--- config.mk ---
export PLATFORM = sky130hd
export DESIGN_NAME = en_conditioner
export DESIGN_NICKNAME = d
export VERILOG_FILES = /design/src/rtl/exam_pkg.sv /design/src/rtl/btn_debounce.sv /design/src/rtl/en_conditioner.sv
export SDC_FILE = /design/constraint.sdc
export NUM_CORES = 1
export LEC_CHECK = 0
export BUFFER_PORTS_ARGS = -buffer_cell sky130_fd_sc_hd__buf_4
export CORE_UTILIZATION = 34
export CTS_BUF_LIST = sky130_fd_sc_hd__clkbuf_16
export DETAILED_ROUTE_END_ITERATION = 10
export PLACE_DENSITY = 0.61
export SLEW_MARGIN = 25
export SYNTH_ARGS = -nofsm -noshare
export SYNTH_HDL_FRONTEND = slang
export SYNTH_SLANG_ARGS = --single-unit
--- constraint.sdc ---
create_clock -name clk -period 3.6 [get_ports clk]
set_clock_uncertainty 0.2 [all_clocks]
set_input_delay 0.18 -clock clk [delete_from_list [all_inputs] [get_ports clk]]
set_output_delay 0.18 -clock clk [all_outputs]
set_load 0.01 [all_outputs]
--- src/rtl/exam_pkg.sv ---
`default_nettype none
// ============================================================================
//  Package     : exam_pkg
//  Description : Shared constants for the button conditioner: FSM state
//                encoding and default timing parameters.
//  Revision    : 1.0 - initial release
// ============================================================================
package exam_pkg;

    // Press-tracking FSM encoding
    localparam logic ST_RELEASED = 1'b0;
    localparam logic ST_PRESSED  = 1'b1;

    // Default debounce timing
    localparam int DEF_SAMPLE_DIV = 8;
    localparam int DEF_DEB_LEN    = 4;

    typedef enum logic {
        RELEASED = ST_RELEASED,
        PRESSED  = ST_PRESSED
    } btn_state_e;

endpackage : exam_pkg
`default_nettype wire

--- src/rtl/btn_debounce.sv ---
`default_nettype none
// ============================================================================
//  Module      : btn_debounce
//  Description : Two-flop synchroniser, free-running sample divider, sample
//                shift register and debounced level register.
//  Revision    : 1.0 - initial release
// ============================================================================
module btn_debounce
    import exam_pkg::*;
#(
    parameter int SAMPLE_DIV = DEF_SAMPLE_DIV,
    parameter int DEB_LEN    = DEF_DEB_LEN
) (
    input  logic clk,
    input  logic rst,
    input  logic btn_raw,
    output logic btn_db,
    output logic tick
);

    localparam int             CW   = $clog2(SAMPLE_DIV);
    localparam logic [CW-1:0]  LAST = CW'(SAMPLE_DIV - 1);

    logic               sync_1;
    logic               btn_s;
    logic [CW-1:0]      div_cnt;
    logic [DEB_LEN-1:0] shreg;

    // Bring the asynchronous button into the clock domain
    always_ff @(posedge clk or negedge rst) begin
        if (!rst) begin
            sync_1 <= 1'b0;
            btn_s  <= 1'b0;
        end else begin
            sync_1 <= btn_raw;
            btn_s  <= sync_1;
        end
    end

    // Free-running divider; never restarted by button activity
    always_ff @(posedge clk or negedge rst) begin
        if (!rst) begin
            div_cnt <= '0;
        end else if (div_cnt == LAST) begin
            div_cnt <= '0;
        end else begin
            div_cnt <= div_cnt + CW'(1);
        end
    end

    assign tick = (div_cnt == LAST);

    // Take one sample of the synchronised button per tick
    always_ff @(posedge clk or negedge rst) begin
        if (!rst) begin
            shreg <= '0;
        end else if (tick) begin
            shreg <= {shreg[DEB_LEN-2:0], btn_s};
        end
    end

    // Level changes only once the whole sample window agrees
    always_ff @(posedge clk or negedge rst) begin
        if (!rst) begin
            btn_db <= 1'b0;
        end else if (&shreg) begin
            btn_db <= 1'b1;
        end else if (~|shreg) begin
            btn_db <= 1'b0;
        end
    end

endmodule : btn_debounce
`default_nettype wire

--- src/rtl/en_conditioner.sv ---
`default_nettype none
// ============================================================================
//  Module      : en_conditioner
//  Description : Turns a bouncy push-button into a one-cycle press pulse and
//                an enable level (toggle mode or follow mode).
//  Revision    : 1.0 - initial release
// ============================================================================
module en_conditioner
    import exam_pkg::*;
#(
    parameter int SAMPLE_DIV = DEF_SAMPLE_DIV,
    parameter int DEB_LEN    = DEF_DEB_LEN
) (
    input  logic clk,
    input  logic rst,
    input  logic btn_raw,
    input  logic mode,
    output logic en,
    output logic en_pulse,
    output logic btn_db
);

    btn_state_e state;
    btn_state_e state_next;
    logic       pulse_next;
    logic       unused_tick;

    btn_debounce #(
        .SAMPLE_DIV (SAMPLE_DIV),
        .DEB_LEN    (DEB_LEN)
    ) u_debounce (
        .clk     (clk),
        .rst     (rst),
        .btn_raw (btn_raw),
        .btn_db  (btn_db),
        .tick    (unused_tick)
    );

    // Press-tracking state register
    always_ff @(posedge clk or negedge rst) begin
        if (!rst) begin
            state <= RELEASED;
        end else begin
            state <= state_next;
        end
    end

    // Next state; a press is recognised once, on the RELEASED->PRESSED move
    always_comb begin
        state_next = state;
        pulse_next = 1'b0;
        case (state)
            RELEASED: begin
                if (btn_db) begin
                    state_next = PRESSED;
                    pulse_next = 1'b1;
                end
            end
            PRESSED: begin
                if (!btn_db) begin
                    state_next = RELEASED;
                end
            end
            default: begin
                state_next = RELEASED;
            end
        endcase
    end

    // Pulse register and enable level; toggle lands on the pulse edge
    always_ff @(posedge clk or negedge rst) begin
        if (!rst) begin
            en_pulse <= 1'b0;
            en       <= 1'b0;
        end else begin
            en_pulse <= pulse_next;
            if (mode) begin
                en <= btn_db;
            end else begin
                en <= en ^ pulse_next;
            end
        end
    end

endmodule : en_conditioner
`default_nettype wire

Yosys cells after proc, flatten, opt, wreduce, memory -nomap -nowiden. Cells that the tools add are included.

Bits of input ports: 4. Flip-flop bits (word level): 13. Word-level logic and storage cells: 20.

Bitwise gates (word level): 1. Reduce and logical (&&, ||, !) cells: 2. Equality and inequality tests: 2. $add $sub $neg: 1. Multiplexer cells: 6.

Operator list (count): $mux W1 (5); $reduce_and A4 Y1 (1); $reduce_or A4 Y1 (1); $add A3 B1 Y3 const B (1); $eq A3 B3 Y1 const B (1); $mux W3 (1); $ne A2 B1 Y1 const B (1); $xor A1 B1 Y1 (1).

Logic depth before layout (Yosys ltp).
Word-level depth: 4. Gate-level depth with buffers: 3. Depth with buffers taken out: 3.

By module. Synthesis repeated with hierarchy kept, for this count alone.

Cells, all modules: 29. Area total of the unflattened synthesis: 473.0 um^2.

Modules (own cells, without submodules): btn_debounce (area an instance 362.8 um^2, instances 1, cells each 21); en_conditioner (area an instance 110.1 um^2, instances 1, cells each 8).

Worst setup path after synthesis. OpenSTA, ideal clock, no wires.

Path kind: register -> register. From: register u_debounce.div_cnt[0]. To: register u_debounce.shreg[0]. Data required time: 3275 ps. Clock period less this slack: 1386 ps. Stages on the path, launching flop included: 4. Library setup time: 125 ps. Data arrival time: 1061 ps. Setup slack: 2214 ps. Cells stage by stage: dfrtp_1 -> ha_1 -> ha_1 -> mux2_2.

Word-level cells in the longest chain between the ends: 1.

Ends and longest elaborated chain: start: declaration (line btn_debounce.sv:26) `logic [CW-1:0] div_cnt;`; start signal: assignment (line btn_debounce.sv:47) `div_cnt <= div_cnt + CW'(1);`; $eq A3 B3 Y1 (line btn_debounce.sv:51) `assign tick = (div_cnt == LAST);`; end signal: assignment (line btn_debounce.sv:58) `shreg <= {shreg[DEB_LEN-2:0], btn_s};`; end: declaration (line btn_debounce.sv:27) `logic [DEB_LEN-1:0] shreg;`.

Every way passes these cells. A chain may end at the register's enable or synchronous reset.

Worst setup path after layout. Ends and elaborated chain as after synthesis.

==> results.txt <==
Status: finished, final reports clean
Skew-Pair Late Insertion Delay: 0.23 ns
Drt pass-1 iters: 2
First-pass GRT wire length: 1.324 mm
H-tree levels: 1
Power Dens Cells: 643.2 nW/um^2
Synth Area per Inst: 15.92 um^2
Vias in the first global route: 318
Slew Viols, Final: 0
Total GRT Usage: 14.29%
CTS buffer count: 3
CP Data Required Time: 3.52 ns
CTS tree: done
Startpoint types: flop
Grt total ovfl: 0
Fin worst setup slack: 2.117 ns
Post-Syn Area: 461.7 um^2
DRC: 0
Worst Max-Slew Pin Slew: 0.2932 ns
Antenna diodes: 0
Crit path DAT: 1.40 ns
Worst R2R Setup Slack: 2.12 ns
Vias: 272
CTS Sinks: 13
Final WL: 746 um
CP delay by family, top: adder cells
Most common cell on crit path: ha_1
Clock Tree Buf Depth: 2
Final net count: 49
Highest cell delay on the worst timing path: 0.37 ns
CP max FO: 6
Buffers and inverters on the worst path: 0
CP endpoint kind: flop
Worst slack, placed: 2.116 ns
Post-Synth XOR/XNOR Area: 0%
DIE HEIGHT: 38.85 um
Critical path, cell by cell: ha_1 > ha_1 > mux2_2
Post-synthesis simple-gate area fraction: 8.672%
Tcrit/Tclk final: 41.20%
TNS Setup: 0 ns
# rows: 12
Synth Warn #: 0
Most frequent cells in the layout: 13 x dfrtp_1, 6 x buf_4, 4 x mux2_2
Final setup viols: 0
I/O Pins: 7
Starting Density: 38.92%
Fmax: 674.2 MHz
Final hold vios: 0
Syn nets: 35
Kind of critical path: flop to flop
Largest family of logic cells by synthesized area: multiplexers
Clk slew on worst S/H paths: 0.04 ns
Crit-path slowest cell: mux2_2
Max_cap viols: 0
IO Port Bufs: 6
Largest net degree at the start of global routing: 14
Seq/Total Area, Yosys: 70.46%
Worst hold path type: input port to asynchronous set/reset pin
Root buffer cell: clkbuf_16
Worst vdd ir: 333.8 uV
Growth of design area from synthesis to finish: 37.13%
Vias per cell: 4.857
Fraction of layout cells with a size suffix above 1: 33.33%
Drt initial violations: 4
RSZ-0062 raised after global routing: false
Synth Area in Compound Gates: 5.691%
Post-synth cell types: 12
Most common cell after layout, fill and taps aside: dfrtp_1
Number of fill cells: 93
Post-Synthesis Cells: 29
Die W: 38.85 um
Tot Pwr: 0.4072 mW
Initial antenna violation count: 0
Fin crit period: 1.483 ns
Design Area, Final: 633.1 um^2
Placed inst area: 524.3 um^2
Register bit total from synthesis: 13
Antenna Nets Post-Route: 0
Die ar.: 1509 um^2
Slew margin rel.: 80.24%
Hold WS: 0.1237 ns
LEAKAGE: 0.2948 nW
Post-synthesis adder-cell area fraction: 5.420%
Wire per inst: 13.32 um
Core area: 1186 um^2
Multiplexer area fraction after synthesis: 9.756%
Global placement routability congestion: 0.7195
cell usage after synthesis:
| master | n | area share (%) |
|---|---|---|
| nor2b_1 | 2 | 2.7 |
| nand2_1 | 1 | 0.81 |
| mux2_2 | 4 | 9.8 |
| nor2_1 | 1 | 0.81 |
| nand2b_1 | 1 | 1.4 |
| nand4_1 | 1 | 1.4 |
| o41ai_2 | 1 | 3.5 |
| nor3b_1 | 1 | 1.6 |
| dfrtp_1 | 13 | 70 |
| a21oi_1 | 1 | 1.1 |
| ha_1 | 2 | 5.4 |
| o21ai_1 | 1 | 1.1 |
power breakdown:
part / total [mW] / switching (mW) / leakage, nW / internal, mW
sequential: 0.172 / 0.0115 / 0.156 / 0.160
combinational: 0.0375 / 0.0158 / 0.0961 / 0.0218
clock: 0.198 / 0.0525 / 0.0423 / 0.146
kinds of logic after synthesis:
family / Yosys count
compound gates: 3
fa+ha+maj: 2
flops: 13
mux: 4
simple gates: 7
state kept, by name, indices dropped and copies added, names as in the netlist:
name / cells
u_debounce.shreg: 4
u_debounce.div_cnt: 3
en: 1
en_pulse: 1
state: 1
u_debounce.btn_db: 1
u_debounce.btn_s: 1
u_debounce.sync_1: 1
worst register-to-register path, stage by stage (launching register included):
cell and delay (ns):
dfrtp_1 0.34, ha_1 0.15, ha_1 0.30, mux2_2 0.37
through the flow:
step	instances	utilization, %
after floorplan	29	-
after global placement	49	44.20
after detailed placement	49	44.20
after CTS	56	53.38
after global routing	56	53.38
final	56	53.38
final cells by class:
class | instances | area (um^2) | area share, %
clock buffer | 3 | 75.07 | 11.86
sequential | 13 | 325.3 | 51.38
tap | 14 | 17.52 | 2.767
timing repair buffer | 9 | 75.07 | 11.86
clock inverter | 1 | 3.754 | 0.5929
multi-input combinational | 16 | 136.4 | 21.54
worst paths after layout:
check	depth (start not counted)	endpoint	startpoint
min	2	en_pulse	rst
max reg2reg	3	u_debounce.shreg[0]	u_debounce.div_cnt[0]
min reg2reg	0	u_debounce.btn_s	u_debounce.sync_1
max in group asynchronous	2	u_debounce.div_cnt[0]	rst
max	3	u_debounce.shreg[0]	u_debounce.div_cnt[0]
min in group clk	0	u_debounce.btn_s	u_debounce.sync_1
what timing repair did:
item,in CTS,in global routing
setup buffers,0,0
resized for setup,0,0
hold buffers,3,0
endpoints found under the hold margin,15,0
layer usage:
metal	wire (um)	GRT usage [%]	up-vias	part of all wire, %
met2	434	26.25	6	58
met3	18	3.468	0	2.4
met1	293	13.31	137	39
li1	-	-	129	-
met4	0	10.34	0	0
met5	0	0	-	0
No activity file was read; power rests on OpenSTA's default activity.
